<file path="config.mk">
export PLATFORM = sky130hd
export DESIGN_NAME = alu_arbiter
export DESIGN_NICKNAME = d
export VERILOG_FILES = /design/src/rtl/alu_arbiter_pkg.sv /design/src/rtl/alu_arbiter_rr_pick.sv /design/src/rtl/alu_arbiter.sv
export SDC_FILE = /design/constraint.sdc
export NUM_CORES = 1
export LEC_CHECK = 0
export CAP_MARGIN = 5
export CORE_AREA = 4 4 126 128
export DETAILED_ROUTE_END_ITERATION = 8
export DIE_AREA = 0 0 130 132
export HOLD_SLACK_MARGIN = 0.06
export PLACE_DENSITY = 0.72
export SYNTH_ARGS = -nofsm -noshare
export SYNTH_HDL_FRONTEND = slang
export SYNTH_SLANG_ARGS = --single-unit
</file>
<file path="constraint.sdc">
create_clock -name clk -period 2.2 [get_ports clk]
set_input_delay 0.66 -clock clk [delete_from_list [all_inputs] [get_ports clk]]
set_output_delay 0.66 -clock clk [all_outputs]
set_load 0.005 [all_outputs]
</file>
<file path="src/rtl/alu_arbiter_pkg.sv">
// Shared definitions for the ALU arbiter: execute-command codes, status-register
// bit positions, FSM state encoding and command classification.
package alu_arbiter_pkg;

    localparam logic [3:0] EXE_ADD = 4'h0;
    localparam logic [3:0] EXE_ADC = 4'h1;
    localparam logic [3:0] EXE_SUB = 4'h2;
    localparam logic [3:0] EXE_SBC = 4'h3;
    localparam logic [3:0] EXE_CMP = 4'h4;
    localparam logic [3:0] EXE_MOV = 4'h5;
    localparam logic [3:0] EXE_MVN = 4'h6;
    localparam logic [3:0] EXE_AND = 4'h7;
    localparam logic [3:0] EXE_ORR = 4'h8;
    localparam logic [3:0] EXE_EOR = 4'h9;
    localparam logic [3:0] EXE_TST = 4'hA;
    localparam logic [3:0] EXE_LDR = 4'hB;
    localparam logic [3:0] EXE_STR = 4'hC;

    localparam int SR_Z = 3;
    localparam int SR_C = 2;
    localparam int SR_N = 1;
    localparam int SR_V = 0;

    localparam logic [1:0] ST_IDLE = 2'd0;
    localparam logic [1:0] ST_OWN0 = 2'd1;
    localparam logic [1:0] ST_OWN1 = 2'd2;

    typedef enum logic [1:0] {
        CLS_NONE  = 2'd0,
        CLS_ARITH = 2'd1,
        CLS_LOGIC = 2'd2
    } op_class_e;

    // Decides which status bits an op with s=1 is allowed to write.
    function automatic op_class_e classify(input logic [3:0] cmd);
        op_class_e cls;
        case (cmd)
            EXE_ADD, EXE_ADC, EXE_SUB, EXE_SBC, EXE_CMP:          cls = CLS_ARITH;
            EXE_MOV, EXE_MVN, EXE_AND, EXE_ORR, EXE_EOR, EXE_TST: cls = CLS_LOGIC;
            default:                                              cls = CLS_NONE;
        endcase
        return cls;
    endfunction

endpackage

</file>
<file path="src/rtl/alu_arbiter_rr_pick.sv">
// Two-way round-robin picker: grants the single valid requester, or the
// favoured one (ptr_i=0 favours r0) when both are valid.
module alu_rr_pick (
    input  logic [1:0] valid_i,
    input  logic       ptr_i,
    output logic [1:0] grant_o
);

    always_comb begin
        grant_o = 2'b00;
        case (valid_i)
            2'b01:   grant_o = 2'b01;
            2'b10:   grant_o = 2'b10;
            2'b11:   grant_o = ptr_i ? 2'b10 : 2'b01;
            default: grant_o = 2'b00;
        endcase
    end

endmodule

</file>
<file path="src/rtl/alu_arbiter.sv">
// Shares one combinational ALU between the execute stage (r0) and the auxiliary
// sequencer (r1); owns the {Z,C,N,V} status register and registers all responses.
module alu_arbiter
    import alu_arbiter_pkg::*;
#(
    parameter int WIDTH    = 32,
    parameter int CMD_W    = 4,
    parameter int LOCK_MAX = 8
) (
    input  logic             clk,
    input  logic             rst,

    input  logic             r0_valid,
    output logic             r0_ready,
    input  logic [WIDTH-1:0] r0_val1,
    input  logic [WIDTH-1:0] r0_val2,
    input  logic [CMD_W-1:0] r0_cmd,
    input  logic             r0_s,
    input  logic             r0_lock,
    output logic             r0_rsp_valid,
    output logic [WIDTH-1:0] r0_rsp_result,
    output logic [3:0]       r0_rsp_sr,

    input  logic             r1_valid,
    output logic             r1_ready,
    input  logic [WIDTH-1:0] r1_val1,
    input  logic [WIDTH-1:0] r1_val2,
    input  logic [CMD_W-1:0] r1_cmd,
    input  logic             r1_s,
    input  logic             r1_lock,
    output logic             r1_rsp_valid,
    output logic [WIDTH-1:0] r1_rsp_result,
    output logic [3:0]       r1_rsp_sr,

    output logic [WIDTH-1:0] alu_val1,
    output logic [WIDTH-1:0] alu_val2,
    output logic             alu_cin,
    output logic [CMD_W-1:0] alu_exe_cmd,
    input  logic [WIDTH-1:0] alu_result,
    input  logic [3:0]       alu_sr,

    output logic [3:0]       status
);

    localparam int CNT_W = $clog2(LOCK_MAX + 1);
    localparam logic [CNT_W-1:0] CNT_ONE = CNT_W'(1);
    localparam logic [CNT_W-1:0] CNT_MAX = CNT_W'(LOCK_MAX);

    logic [1:0]       state_q, state_d;
    logic             ptr_q, ptr_d;
    logic [CNT_W-1:0] lock_cnt_q, lock_cnt_d;
    logic [3:0]       status_q, status_d;
    logic [1:0]       rsp_valid_q;
    logic [WIDTH-1:0] r0_result_q, r1_result_q;
    logic [3:0]       r0_sr_q, r1_sr_q;

    logic [1:0]       rr_grant;
    logic [1:0]       grant;
    logic             gnt_any;
    logic             gnt_id;
    logic [WIDTH-1:0] gnt_val1, gnt_val2;
    logic [CMD_W-1:0] gnt_cmd;
    logic             gnt_s, gnt_lock;
    logic [CNT_W-1:0] run_len;

    // Only status bits the command class owns are replaced; the rest carry over.
    function automatic logic [3:0] merge_flags(input op_class_e cls,
                                               input logic [3:0] cur,
                                               input logic [3:0] alu_flags);
        logic [3:0] nxt;
        nxt = cur;
        case (cls)
            CLS_ARITH: nxt = alu_flags;
            CLS_LOGIC: begin
                nxt[SR_Z] = alu_flags[SR_Z];
                nxt[SR_N] = alu_flags[SR_N];
            end
            default:   nxt = cur;
        endcase
        return nxt;
    endfunction

    alu_rr_pick u_rr_pick (
        .valid_i ({r1_valid, r0_valid}),
        .ptr_i   (ptr_q),
        .grant_o (rr_grant)
    );

    always_comb begin
        grant = 2'b00;
        if (rst) begin
            case (state_q)
                ST_IDLE: grant = rr_grant;
                ST_OWN0: grant = {1'b0, r0_valid};
                ST_OWN1: grant = {r1_valid, 1'b0};
                default: grant = 2'b00;
            endcase
        end
    end

    assign gnt_any = |grant;
    assign gnt_id  = grant[1];

    always_comb begin
        gnt_val1 = '0;
        gnt_val2 = '0;
        gnt_cmd  = '0;
        gnt_s    = 1'b0;
        gnt_lock = 1'b0;
        if (grant[1]) begin
            gnt_val1 = r1_val1;
            gnt_val2 = r1_val2;
            gnt_cmd  = r1_cmd;
            gnt_s    = r1_s;
            gnt_lock = r1_lock;
        end else if (grant[0]) begin
            gnt_val1 = r0_val1;
            gnt_val2 = r0_val2;
            gnt_cmd  = r0_cmd;
            gnt_s    = r0_s;
            gnt_lock = r0_lock;
        end
    end

    // run_len counts the op being granted now, so the LOCK_MAX-th consecutive
    // locked op is the last one before the grant is forcibly released.
    always_comb begin
        state_d    = state_q;
        ptr_d      = ptr_q;
        lock_cnt_d = lock_cnt_q;
        run_len    = (state_q == ST_IDLE) ? CNT_ONE : lock_cnt_q + CNT_ONE;
        if (state_q == ST_IDLE && r0_valid && r1_valid && gnt_any) begin
            ptr_d = ~gnt_id;
        end
        if (gnt_any) begin
            if (gnt_lock && (run_len < CNT_MAX)) begin
                state_d    = gnt_id ? ST_OWN1 : ST_OWN0;
                lock_cnt_d = run_len;
            end else begin
                state_d    = ST_IDLE;
                lock_cnt_d = '0;
                if (gnt_lock) begin
                    ptr_d = ~gnt_id;
                end
            end
        end
    end

    always_comb begin
        status_d = status_q;
        if (gnt_any && gnt_s) begin
            status_d = merge_flags(classify(4'(gnt_cmd)), status_q, alu_sr);
        end
    end

    always_ff @(posedge clk or negedge rst) begin
        if (!rst) begin
            state_q     <= ST_IDLE;
            ptr_q       <= 1'b0;
            lock_cnt_q  <= '0;
            status_q    <= 4'b0000;
            rsp_valid_q <= 2'b00;
            r0_result_q <= '0;
            r1_result_q <= '0;
            r0_sr_q     <= 4'b0000;
            r1_sr_q     <= 4'b0000;
        end else begin
            state_q     <= state_d;
            ptr_q       <= ptr_d;
            lock_cnt_q  <= lock_cnt_d;
            status_q    <= status_d;
            rsp_valid_q <= grant;
            if (grant[0]) begin
                r0_result_q <= alu_result;
                r0_sr_q     <= alu_sr;
            end
            if (grant[1]) begin
                r1_result_q <= alu_result;
                r1_sr_q     <= alu_sr;
            end
        end
    end

    assign r0_ready      = grant[0];
    assign r1_ready      = grant[1];

    // Carry-in comes from the registered status, so back-to-back ops chain cleanly.
    assign alu_val1      = gnt_val1;
    assign alu_val2      = gnt_val2;
    assign alu_exe_cmd   = gnt_cmd;
    assign alu_cin       = gnt_any & status_q[SR_C];

    assign r0_rsp_valid  = rsp_valid_q[0];
    assign r1_rsp_valid  = rsp_valid_q[1];
    assign r0_rsp_result = r0_result_q;
    assign r1_rsp_result = r1_result_q;
    assign r0_rsp_sr     = r0_sr_q;
    assign r1_rsp_sr     = r1_sr_q;
    assign status        = status_q;

endmodule

</file>
Yosys cells after proc, flatten, opt, wreduce, memory -nomap -nowiden
Memory sizes are Yosys's and may differ from the RTL's.
Cells that the tools add are included.
{"block": "totals", "wordCells": 55, "rom_bits": 32, "register_bits": 85, "output_inout_bits": 149, "memories": 1}
{"name": "(no name shown)", "words": 16, "width": 2, "rd": 1, "rd_clocked_by_memory_dff": 0, "write_ports": 0, "line": "alu_arbiter_pkg.sv:37", "text": "case (cmd)"}
{"block": "classes", "bitwise": 2, "magnitude_cmp": 1, "n_eq_ne": 7, "n_reduce_logical": 10, "n_addsub": 1, "muxes": 23}
{"operator": "two-way mux 32 bit", "count": 4}
{"operator": "two-way mux 4 bit", "count": 4}
{"operator": "case mux 2 bit (3 select lines)", "count": 2}
{"operator": "two-way mux 2 bit", "count": 5}
{"operator": "equality test 2 bit (second input constant)", "count": 4}
{"operator": "two-way mux 1 bit", "count": 8}
{"operator": "equality test 2 x 1 -> 1 bit (second input constant)", "count": 3}
{"operator": "logical AND 1 bit", "count": 5}
{"operator": "adder 4 x 1 -> 4 bit (second input constant)", "count": 1}
{"operator": "less-than comparator 4 bit (second input constant)", "count": 1}
{"operator": "AND reduction 2 bit", "count": 2}
{"operator": "OR reduction 2 bit", "count": 2}
{"operator": "logical NOT 2 bit", "count": 1}
{"operator": "AND 1 bit", "count": 1}
{"operator": "inverter 1 bit", "count": 1}

Depth between registers and ports, before layout
Gate-level depths: netlist (run 1).
{"block": "logic_depth", "word_depth": 11, "ltp_mapped": 10, "mapped_depth_nobuf": 8}

Hierarchy
From an unflattened synthesis (run 1), not the netlist that was laid out.
{"block": "unflattened", "cells_unflattened": 398, "area_unflattened_um2": 4155.2}
{"mod": "alu_arbiter", "seq_area_each_um2": 2127.0, "instances": 1, "cells_per_inst": 395, "area_each_um2": 4136.5}
{"mod": "alu_rr_pick", "seq_area_each_um2": 0.0, "instances": 1, "cells_per_inst": 3, "area_each_um2": 18.8}

Worst setup path before layout (run 1)
OpenSTA, ideal clock, no wires.
{"block": "synth_timing", "kind": "input-to-reg", "start": "input r1_valid", "end": "register status_q[1], in the netlist status[1]", "setup_time_ns": 0.128, "slack_ns": -0.288, "t_arrival_ns": 2.361, "path_stages": 9, "path_buffers": 1, "t_required_ns": 2.072, "path_cell_list": "nor2b_1 -> o211a_1 -> buf_6 -> mux2i_1 -> o21ai_1 -> a2bb2oi_1 -> ha_1 -> nor2_1 -> mux2_1"}
{"block": "synth_between", "elab_chain_len": 11, "elab_cells_between_ends": 18}
{"item": "start: declaration", "line": "alu_arbiter.sv:24", "text": "input logic r1_valid,"}
{"item": "equality test 2 bit or equality test 2 x 1 -> 1 bit (tied branches)", "line": "alu_arbiter_rr_pick.sv:11", "text": "case (valid_i)"}
{"item": "case mux 2 bit (3 select lines)", "line": "alu_arbiter_rr_pick.sv:11"}
{"item": "case mux 2 bit (3 select lines) *", "line": "alu_arbiter.sv:92", "text": "case (state_q)"}
{"item": "two-way mux 2 bit *", "line": "alu_arbiter.sv:91", "text": "if (rst) begin"}
{"item": "two-way mux 4 bit", "line": "alu_arbiter.sv:116", "text": "end else if (grant[0]) begin"}
{"item": "two-way mux 4 bit", "line": "alu_arbiter.sv:110", "text": "if (grant[1]) begin"}
{"item": "memory (16 x 2 bit)"}
{"item": "two-way mux 2 bit", "line": "alu_arbiter.sv:151", "text": "if (gnt_any && gnt_s) begin"}
{"item": "equality test 2 bit or equality test 2 x 1 -> 1 bit (tied branches)", "line": "alu_arbiter.sv:72", "text": "case (cls)"}
{"item": "OR reduction 2 bit (no line)"}
{"item": "AND reduction 2 bit (no line) *"}
{"item": "end signal: assignment", "line": "alu_arbiter.sv:171", "text": "status_q <= status_d;"}
{"item": "end: declaration", "line": "alu_arbiter.sv:52", "text": "logic [3:0] status_q, status_d;"}
Every way passes the cells marked *; elsewhere a longest branch is shown, timed or not. The select of a mux whose other input is x is not followed.
A chain may end at the register's enable or synchronous reset.

Worst setup path in the final report (run 1)
{"block": "layout_timing", "start": "register state_q[1]", "end": "output alu_val1[26]"}
{"block": "layout_between", "elab_chain_len": 5, "elab_cells_between_ends": 7}
{"item": "start: declaration", "line": "alu_arbiter.sv:49", "text": "logic [1:0] state_q, state_d;"}
{"item": "start signal: assignment", "line": "alu_arbiter.sv:168", "text": "state_q <= state_d;"}
{"item": "equality test 2 bit, or another cell as far along", "line": "alu_arbiter.sv:92"}
{"item": "case mux 2 bit (3 select lines) *", "line": "alu_arbiter.sv:92"}
{"item": "two-way mux 2 bit *", "line": "alu_arbiter.sv:91"}
{"item": "two-way mux 32 bit", "line": "alu_arbiter.sv:116"}
{"item": "two-way mux 32 bit *", "line": "alu_arbiter.sv:110"}
{"item": "end: declaration", "line": "alu_arbiter.sv:35", "text": "output logic [WIDTH-1:0] alu_val1,"}
Every way passes the cells marked *; elsewhere a longest branch is shown, timed or not.

==> impl_metrics.json, run 1 <==
{
  "drtIter0Drc": 132,
  "track_usage_pct": 21.6,
  "worst_slew_pin_slew_ps": 1070,
  "core_mm2": 0.0149,
  "period_share_pct": 120,
  "port_buffers": 328,
  "hold_violations": 0,
  "synth.yosys.seq_area_share_pct": 52.1,
  "detail_route.drc_violations": 0,
  "overflow": 0,
  "cts.sinks": 85,
  "worstPathCellList": "nand2b_4 > o211a_4 > buf_12 > buf_12 > buf_4 > a22o_1 > buf_2",
  "vias": 4247,
  "synthDistinctLibCells": 37,
  "place_ws_ps": -1060,
  "p_per_area_mw_per_mm2": 983,
  "final_common_cell": "clkdlybuf4s50_1",
  "synth_ff_type": "dfrtp_1",
  "synth_nets": 486,
  "finalClockSkew_ps": 11.3,
  "finalWorstSetupSlack_ps": -429,
  "critPathRequiredTime_ps": 1540,
  "cts-buffers-inserted": 9,
  "synth_xor_area_share_pct": 0.429,
  "grt_pass1_vias": 4594,
  "insertion_delay_ps": 340,
  "setup_viol": 74,
  "endpoint_kind": "output pin",
  "syn_to_final_growth_pct": 103,
  "synthMuxAreaShare_pct": 21.6,
  "synth-adder-area-share_pct": 0.612,
  "crit_top_cell": "buf_12",
  "crit_fanout": 6,
  "utilization_pct": 55.9,
  "crit_family": "buffers and inverters",
  "ys_seq_elements": 85,
  "ys_warn_count": 0,
  "ir_drop_uv": 700,
  "netlist_area_mm2": 0.00409,
  "rsz0062_at_grt": "yes",
  "avgRoutedWirePerCell_um": 22.1,
  "outcome": "complete, but fails checks",
  "placementRows": 45,
  "design.die.area_mm2": 0.0172,
  "cts_htree_levels": 3,
  "synthArstFlopShare_pct": 100,
  "num-nets-final": 869,
  "max_freq_ghz": 0.380,
  "synth_top_family_by_area": "multiplexers",
  "slowest_stage": "dfrtp_1",
  "grt_pass1_wl_um": 27900,
  "slew_viol_final": 0,
  "die_height_um": 132,
  "antenna_found_initial": 3,
  "drt_pass1_iterations": 4,
  "path_buf_inv": 4,
  "syn_inst": 304,
  "cts.clk_slew.worst_paths_ps": 60,
  "synthSimpleGateAreaFrac_pct": 3.98,
  "synth_compound_area_share_pct": 17.7,
  "hold_path_class": "in2async",
  "final_cell_mix": "clkdlybuf4s50_1, dfrtp_1, mux2_2, a22o_1, buf_2",
  "worst-r2r-setup-slack_ps": -290,
  "die_x_um": 130,
  "clock_path_buffers": 2,
  "initial_core_util_pct": 27.5,
  "cts_root_buffer": "clkbuf_16",
  "place_congestion": 0.960,
  "violations": "setup timing",
  "hpwl_um": 15100,
  "viasPerCell": 4.82,
  "maxCapViolations": 0,
  "grt_max_degree": 83,
  "drt-total-wl_um": 19500,
  "startpoint_type": "register",
  "synth_edf_count": 0,
  "drive_gt1_share_pct": 36.8,
  "tns_ps": -24030,
  "ios": 329,
  "cp.arrival_ps": 1970,
  "critPathKind": "reg2out",
  "antenna_left": 0,
  "syn_area_per_cell_um2": 13.4,
  "finalCriticalPeriod_ps": 2630,
  "cts_tree": "built",
  "ctsHoldBuffers": 0,
  "critPathMaxStageDelay_ps": 410,
  "slew-limit-headroom_pct": 28.6,
  "leakage_nw": 3.67,
  "power.total_mw": 8.16
}
==> cell usage after synthesis (all sizes together) (2+ instances only) <==
cell	number	share of area [%]
dfrtp	85	52
mux2	76	21
a22o	68	15
buf	23	3.3
nand2	9	0.83
nor2	5	0.64
nand2b	4	0.80
a21oi	3	0.37
a32o	3	0.73
nor2b	3	0.46
o21ai	3	0.37
a22oi	2	0.83
ha	2	0.61
inv	2	0.18
or2	2	0.31
==> cell families after synthesis <==
kind of cell | count (synthesis)
flops | 85
buf+inv | 26
fa+ha+maj | 2
compound gates | 83
mux | 77
xor+xnor | 2
simple gates | 29
==> power by group <==
group | internal, mW | switching (mW)
clock network | 0.762 | 0.620
registers | 2.28 | 0.405
logic | 2.76 | 1.34
==> path summary, 6_finish.rpt <==
kind                               from                to  depth (start not counted)
max in group asynchronous           rst  r1_rsp_result[2]                          3
hold / removal                      rst        state_q[1]                          2
setup / recovery             state_q[1]      alu_val1[26]                          7
hold reg to reg            r1_rsp_sr[1]      r1_rsp_sr[1]                          1
min in group clk           r1_rsp_sr[1]      r1_rsp_sr[1]                          1
setup reg to reg             state_q[1]         status[1]                         11
==> flip-flops by register name, summed over array words and instances (netlist names) <==
signal / cells
r0_rsp_sr: 4
r1_rsp_result: 32
lock_cnt_q: 4
state_q: 2
status: 4
r1_rsp_sr: 4
ptr_q: 1
r0_rsp_result: 32
rsp_valid_q: 2
==> routing by layer <==
metal	global-route usage (%)	vias to the layer above	part of all wire, %
met5	0	-	0.056
met1	23.8	2080	37
met2	37.8	209	50
met4	8.83	2	3.4
li1	-	1919	-
met3	7.05	37	9.1
==> layout make-up <==
class | instances | area (um^2)
Tap cell | 188 | 235
Clock buffer | 10 | 229
Multi-Input combinational cell | 193 | 1960
Timing Repair Buffer | 396 | 3710
Sequential cell | 85 | 2130
Clock inverter | 5 | 35.0
Antenna cell | 2 | 5.00
Fill cell | 1251 | 6560
Inverter | 2 | 7.51
==> through the flow <==
step	instances	cell area, um^2	hold slack, ps
after global routing	881	8300	261
after CTS	876	8310	254
final	881	8300	261
after global placement	831	7810	472
after detailed placement	831	7810	479
after floorplan	304	4140	364
==> worst reg2reg max path, delay by kind of cell (launching register included) <==
| kind | cells | cell delay [ps] |
|---|---|---|
| and+or+nand+nor | 2 | 280 |
| adders and majority gates | 1 | 230 |
| AOI/OAI and AO/OA | 3 | 590 |
| DFF | 1 | 410 |
| muxes | 2 | 490 |
| buffers and inverters | 3 | 380 |
==> repair_timing <==
action                                  CTS  global route
buffers inserted                         26             6
pin swaps                                17            16
endpoints found under the setup margin  126            75
gates resized for setup                 319            24
cloned                                    5             1
Note: power is estimated with default switching activity, not from simulation.
==> run 2, diff against run 1 <==
--- a/config.mk
+++ b/config.mk
@@ -11,6 +11,7 @@
 export DIE_AREA = 0 0 130 132
 export HOLD_SLACK_MARGIN = 0.06
 export PLACE_DENSITY = 0.72
+export SKIP_CTS_REPAIR_TIMING = 1
 export SYNTH_ARGS = -nofsm -noshare
 export SYNTH_HDL_FRONTEND = slang
 export SYNTH_SLANG_ARGS = --single-unit
==> run 2 against run 1 <==
The flow still finishes with violations (setup timing). Hold slack gained 12 ps. Power grew 0.59%. Clock skew shrank 2.1 ps. Global-route usage shrank 1.3 points. Sequential power is essentially flat. Setup slack lost 6.1 ps. Highest routed layer unchanged.
==> impl_metrics.json, run 2 (synthesis gave the netlist of run 1 again) <==
{
  "outcome": "complete, but fails checks",
  "violations": "setup timing",
  "initial_core_util_pct": 27.5,
  "num-fill-cells": 1242,
  "port_buffers": 328,
  "ir_drop_uv": 703,
  "design_area_mm2": 0.00844,
  "antenna_found_initial": 3,
  "vias": 4349,
  "slew_viol_final": 0,
  "hold_path_class": "in2async",
  "ios": 329,
  "setup_viol": 74,
  "detail_route.drc_violations": 0,
  "finalClockSkew_ps": 9.22,
  "cts_tree": "built",
  "drt-total-wl_um": 19900,
  "finalWorstSetupSlack_ps": -435,
  "max_freq_ghz": 0.379,
  "avgRoutedWirePerCell_um": 22.2,
  "die_height_um": 132,
  "cts-buffers-inserted": 9,
  "maxCapViolations": 0,
  "worst_hold_slack_ps": 273,
  "syn_to_final_growth_pct": 107,
  "viasPerCell": 4.85,
  "core_mm2": 0.0149,
  "place_congestion": 0.960,
  "worst_slew_pin_slew_ps": 1040,
  "final_cell_mix": "clkdlybuf4s50_1, dfrtp_1, mux2_2, a22o_1, buf_4",
  "rr_endpoint": "status[1]",
  "placementRows": 45,
  "drive_gt1_share_pct": 37.4,
  "period_share_pct": 120,
  "worstReg2RegStart": "state_q[1]",
  "cts.sinks": 85,
  "cp.arrival_ps": 1980,
  "rsz0062_at_grt": "yes",
  "startpoint_type": "register",
  "grt_max_degree": 83,
  "critPathKind": "reg2out",
  "insertion_delay_ps": 340,
  "die_x_um": 130,
  "leakage_nw": 3.77,
  "crit_fanout": 7,
  "worst-r2r-setup-slack_ps": -300,
  "cts_root_buffer": "clkbuf_16",
  "startpoint": "ptr_q",
  "cts_htree_levels": 3,
  "track_usage_pct": 20.3,
  "area.sequential_mm2": 0.00213,
  "clock_path_buffers": 2,
  "drt_pass1_iterations": 4,
  "final_common_cell": "clkdlybuf4s50_1",
  "overflow": 0,
  "slew-limit-headroom_pct": 30.5,
  "drtIter0Drc": 146,
  "design.die.area_mm2": 0.0172,
  "cts.clk_slew.worst_paths_ps": 60,
  "grt_pass1_vias": 4384,
  "p_per_area_mw_per_mm2": 973,
  "multiInputGateArea_mm2": 0.00191,
  "endpoint_kind": "output pin",
  "antenna_left": 0,
  "r2r_cells": 10,
  "num-nets-final": 884,
  "cp-endpoint": "alu_val1[27]",
  "place_area_mm2": 0.00781,
  "finalCriticalPeriod_ps": 2640,
  "critPathRequiredTime_ps": 1540,
  "hpwl_um": 15100,
  "hold_violations": 0,
  "grt_pass1_wl_um": 26400,
  "place_ws_ps": -1060
}
[run 2: final cells by class]
cell class                 instances  area share (%)
timing repair buffer             411            46.1
sequential                        85            25.2
multi-input combinational        193            22.6
tap                              188            2.79
clock buffer                      10            2.71
clock inverter                     5           0.415
inverter                           2          0.0889
antenna                            2          0.0593
[run 2: stage by stage]
step | cells | util [%] | total power [mW] | TNS (ps)
global route | 896 | 56.8 | 8.68 | -29810
global placement | 831 | 52.5 | 6.53 | -94050
detailed placement | 831 | 52.5 | 6.61 | -99580
CTS | 846 | 54.3 | 8.05 | -73260
floorplan | 304 | - | 3.97 | -3120
finish | 896 | 56.8 | 8.21 | -24910
[run 2: critical path: stages (launching register included)]
cell	delay [ps]
dfrtp_1	410
and3b_2	250
nor2_4	240
buf_12	180
buf_12	110
buf_8	110
buf_6	90
a22o_1	130
clkbuf_2	110
[run 2: how the worst min path moves through the flow]
stage / end / slack, ps / depth (start not counted)
2_1_floorplan: lock_cnt_q[0] / 360 / 0
3_3_place_gp: status[0] / 470 / 1
3_5_place_dp: status[0] / 480 / 1
4_1_cts: state_q[1] / 250 / 2
5_1_grt: state_q[1] / 270 / 2
6_report: ptr_q / 270 / 2
[run 2: power by group]
| group | total, mW | leakage [nW] | internal (mW) | switching (mW) |
|---|---|---|---|---|
| Combinational | 4.16 | 2.63 | 2.80 | 1.36 |
| Sequential | 2.68 | 1.01 | 2.28 | 0.400 |
| Clock | 1.37 | 0.129 | 0.762 | 0.613 |
[run 2: per-layer routing]
| layer | wire length, um | GRT usage, % | vias up |
|---|---|---|---|
| met1 | 7230 | 22.7 | 2127 |
| met4 | 742 | 8.95 | 2 |
| met5 | 11 | 0 | - |
| met3 | 1870 | 6.81 | 43 |
| li1 | - | - | 1956 |
| met2 | 10000 | 34.7 | 221 |
==> run 3, diff against run 2 <==
==> constraint.sdc (replaced) <==
create_clock -name clk -period 2.2 [get_ports clk]
set_input_delay 0.22 -clock clk [delete_from_list [all_inputs] [get_ports clk]]
set_output_delay 0.22 -clock clk [all_outputs]
set_load 0.005 [all_outputs]
==> run 3 against run 2 <==
The run still ends with setup timing left. Sequential share of layout area rose by 0.62 points. Die area unchanged. Cell area fell by 2.5%. Critical path depth grew 1. Critical path type is now reg2reg. Largest power group unchanged.
==> impl_metrics.json, run 3 (synthesis gave the netlist of run 1 again) <==
{
  "cts_tree": "built",
  "violations": "setup timing",
  "max_freq_ghz": 0.430,
  "drt_pass1_iterations": 6,
  "drive_gt1_share_pct": 32.7,
  "drt-total-wl_um": 19900,
  "place_ws_ps": -434,
  "rsz0062_at_grt": "yes",
  "overflow": 0,
  "crit_top_cell": "buf_4",
  "antenna_found_initial": 4,
  "critPathRequiredTime_ps": 2420,
  "grt_pass1_vias": 4410,
  "worstPathCellList": "nand2b_4 > o211a_4 > buf_4 > a22o_4 > buf_4 > a21oi_2 > ha_4 > nor2_4 > mux2_4",
  "leakage_nw": 3.70,
  "critPathMaxStageDelay_ps": 400,
  "cts_root_buffer": "clkbuf_16",
  "final_common_cell": "clkdlybuf4s50_1",
  "design.die.area_mm2": 0.0172,
  "crit_family": "compound AO/OA/AOI/OAI gates",
  "hold_path_class": "in2reg",
  "hold_violations": 0,
  "viasPerCell": 4.95,
  "vias": 4285,
  "place_congestion": 0.852,
  "slowest_stage": "dfrtp_1",
  "worst_slew_pin_slew_ps": 771,
  "critPathKind": "reg2reg",
  "slew-limit-headroom_pct": 48.6,
  "slew_viol_final": 0,
  "p_per_area_mw_per_mm2": 1010,
  "syn_to_final_growth_pct": 101,
  "final_cell_mix": "clkdlybuf4s50_1, dfrtp_1, mux2_2, a22o_1, clkbuf_2",
  "num-fill-cells": 1305,
  "crit_fanout": 5,
  "ir_drop_uv": 742,
  "cts-buffers-inserted": 9,
  "grt_max_degree": 72,
  "placementRows": 45,
  "detail_route.drc_violations": 0,
  "cts.clk_slew.worst_paths_ps": 70,
  "worst_hold_slack_ps": 239,
  "startpoint_type": "register",
  "maxCapViolations": 0,
  "antenna_left": 0,
  "finalWorstSetupSlack_ps": -128,
  "num-nets-final": 850,
  "tns_ps": -695,
  "stdcell_count": 865,
  "outcome": "complete, but fails checks",
  "power.total_mw": 8.28,
  "dp.cells": 814,
  "ios": 329,
  "core_mm2": 0.0149,
  "endpoint_kind": "register",
  "path_buf_inv": 2,
  "clock_path_buffers": 2,
  "finalClockSkew_ps": 6.09,
  "place_area_mm2": 0.00766,
  "grt_pass1_wl_um": 26500,
  "cp.arrival_ps": 2550,
  "design_area_mm2": 0.00823,
  "insertion_delay_ps": 340,
  "hpwl_um": 14800,
  "drtIter0Drc": 155,
  "avgRoutedWirePerCell_um": 23.0,
  "die_height_um": 132,
  "cts.sinks": 85,
  "port_buffers": 328,
  "track_usage_pct": 20.4,
  "initial_core_util_pct": 27.5,
  "period_share_pct": 106,
  "setup_viol": 11,
  "cts_htree_levels": 3,
  "finalCriticalPeriod_ps": 2330,
  "utilization_pct": 55.4,
  "die_x_um": 130
}
run 3: changes by cell type in the layout (fill, tap and decap cells not counted), sizes merged:
| cell | change |
|---|---|
| buf | -66 |
| bufinv | +1 |
| clkbuf | +19 |
| clkdlybuf4s50 | +3 |
| clkinv | -1 |
| clkinvlp | +1 |
| diode | +2 |
| dlygate4sd3 | +1 |
| dlymetal6s2s | +9 |
run 3: per-layer routing:
| layer | track usage, % | up-vias | wire length (um) |
|---|---|---|---|
| li1 | - | 1890 | - |
| met1 | 22.1 | 2116 | 7180 |
| met2 | 35.4 | 246 | 10200 |
| met3 | 8.02 | 33 | 2070 |
| met4 | 7.85 | 0 | 519 |
| met5 | 0 | - | 0 |
run 3: path summary, 6_finish.rpt:
kind | startpoint | to | slack [ps] | depth (start not counted)
worst max-delay path | state_q[1] | status[3] | -130 | 9
worst min-delay path | rst | state_q[1] | 240 | 3
worst max register to register | state_q[1] | status[3] | -130 | 9
worst min register to register | r1_rsp_result[21] | r1_rsp_result[21] | 510 | 1
max in group asynchronous | rst | rsp_valid_q[0] | 720 | 4
min in group asynchronous | rst | ptr_q | 310 | 2
run 3: final cells by class:
class	instances	area (um^2)	share of cell area, %
tap	188	235	2.86
timing repair buffer	377	3630	44.1
clock inverter	6	67.6	0.821
sequential	85	2130	25.8
antenna	4	10.0	0.122
multi-input combinational	193	1920	23.3
inverter	2	7.51	0.0912
clock buffer	10	239	2.90
run 3: where the power goes:
group	internal [mW]	switching, mW	leakage, nW
registers	2.28	0.415	1.01
clock network	0.917	0.643	0.146
logic	2.67	1.36	2.55
total	5.86	2.42	3.70
run 3: worst register-to-register path, cell delays in order, from the launching register on:
cell and delay (ps):
dfrtp_1 400, nand2b_4 160, o211a_4 270, buf_4 140
a22o_4 250, buf_4 140, a21oi_2 200, ha_4 240
nor2_4 110, mux2_4 300
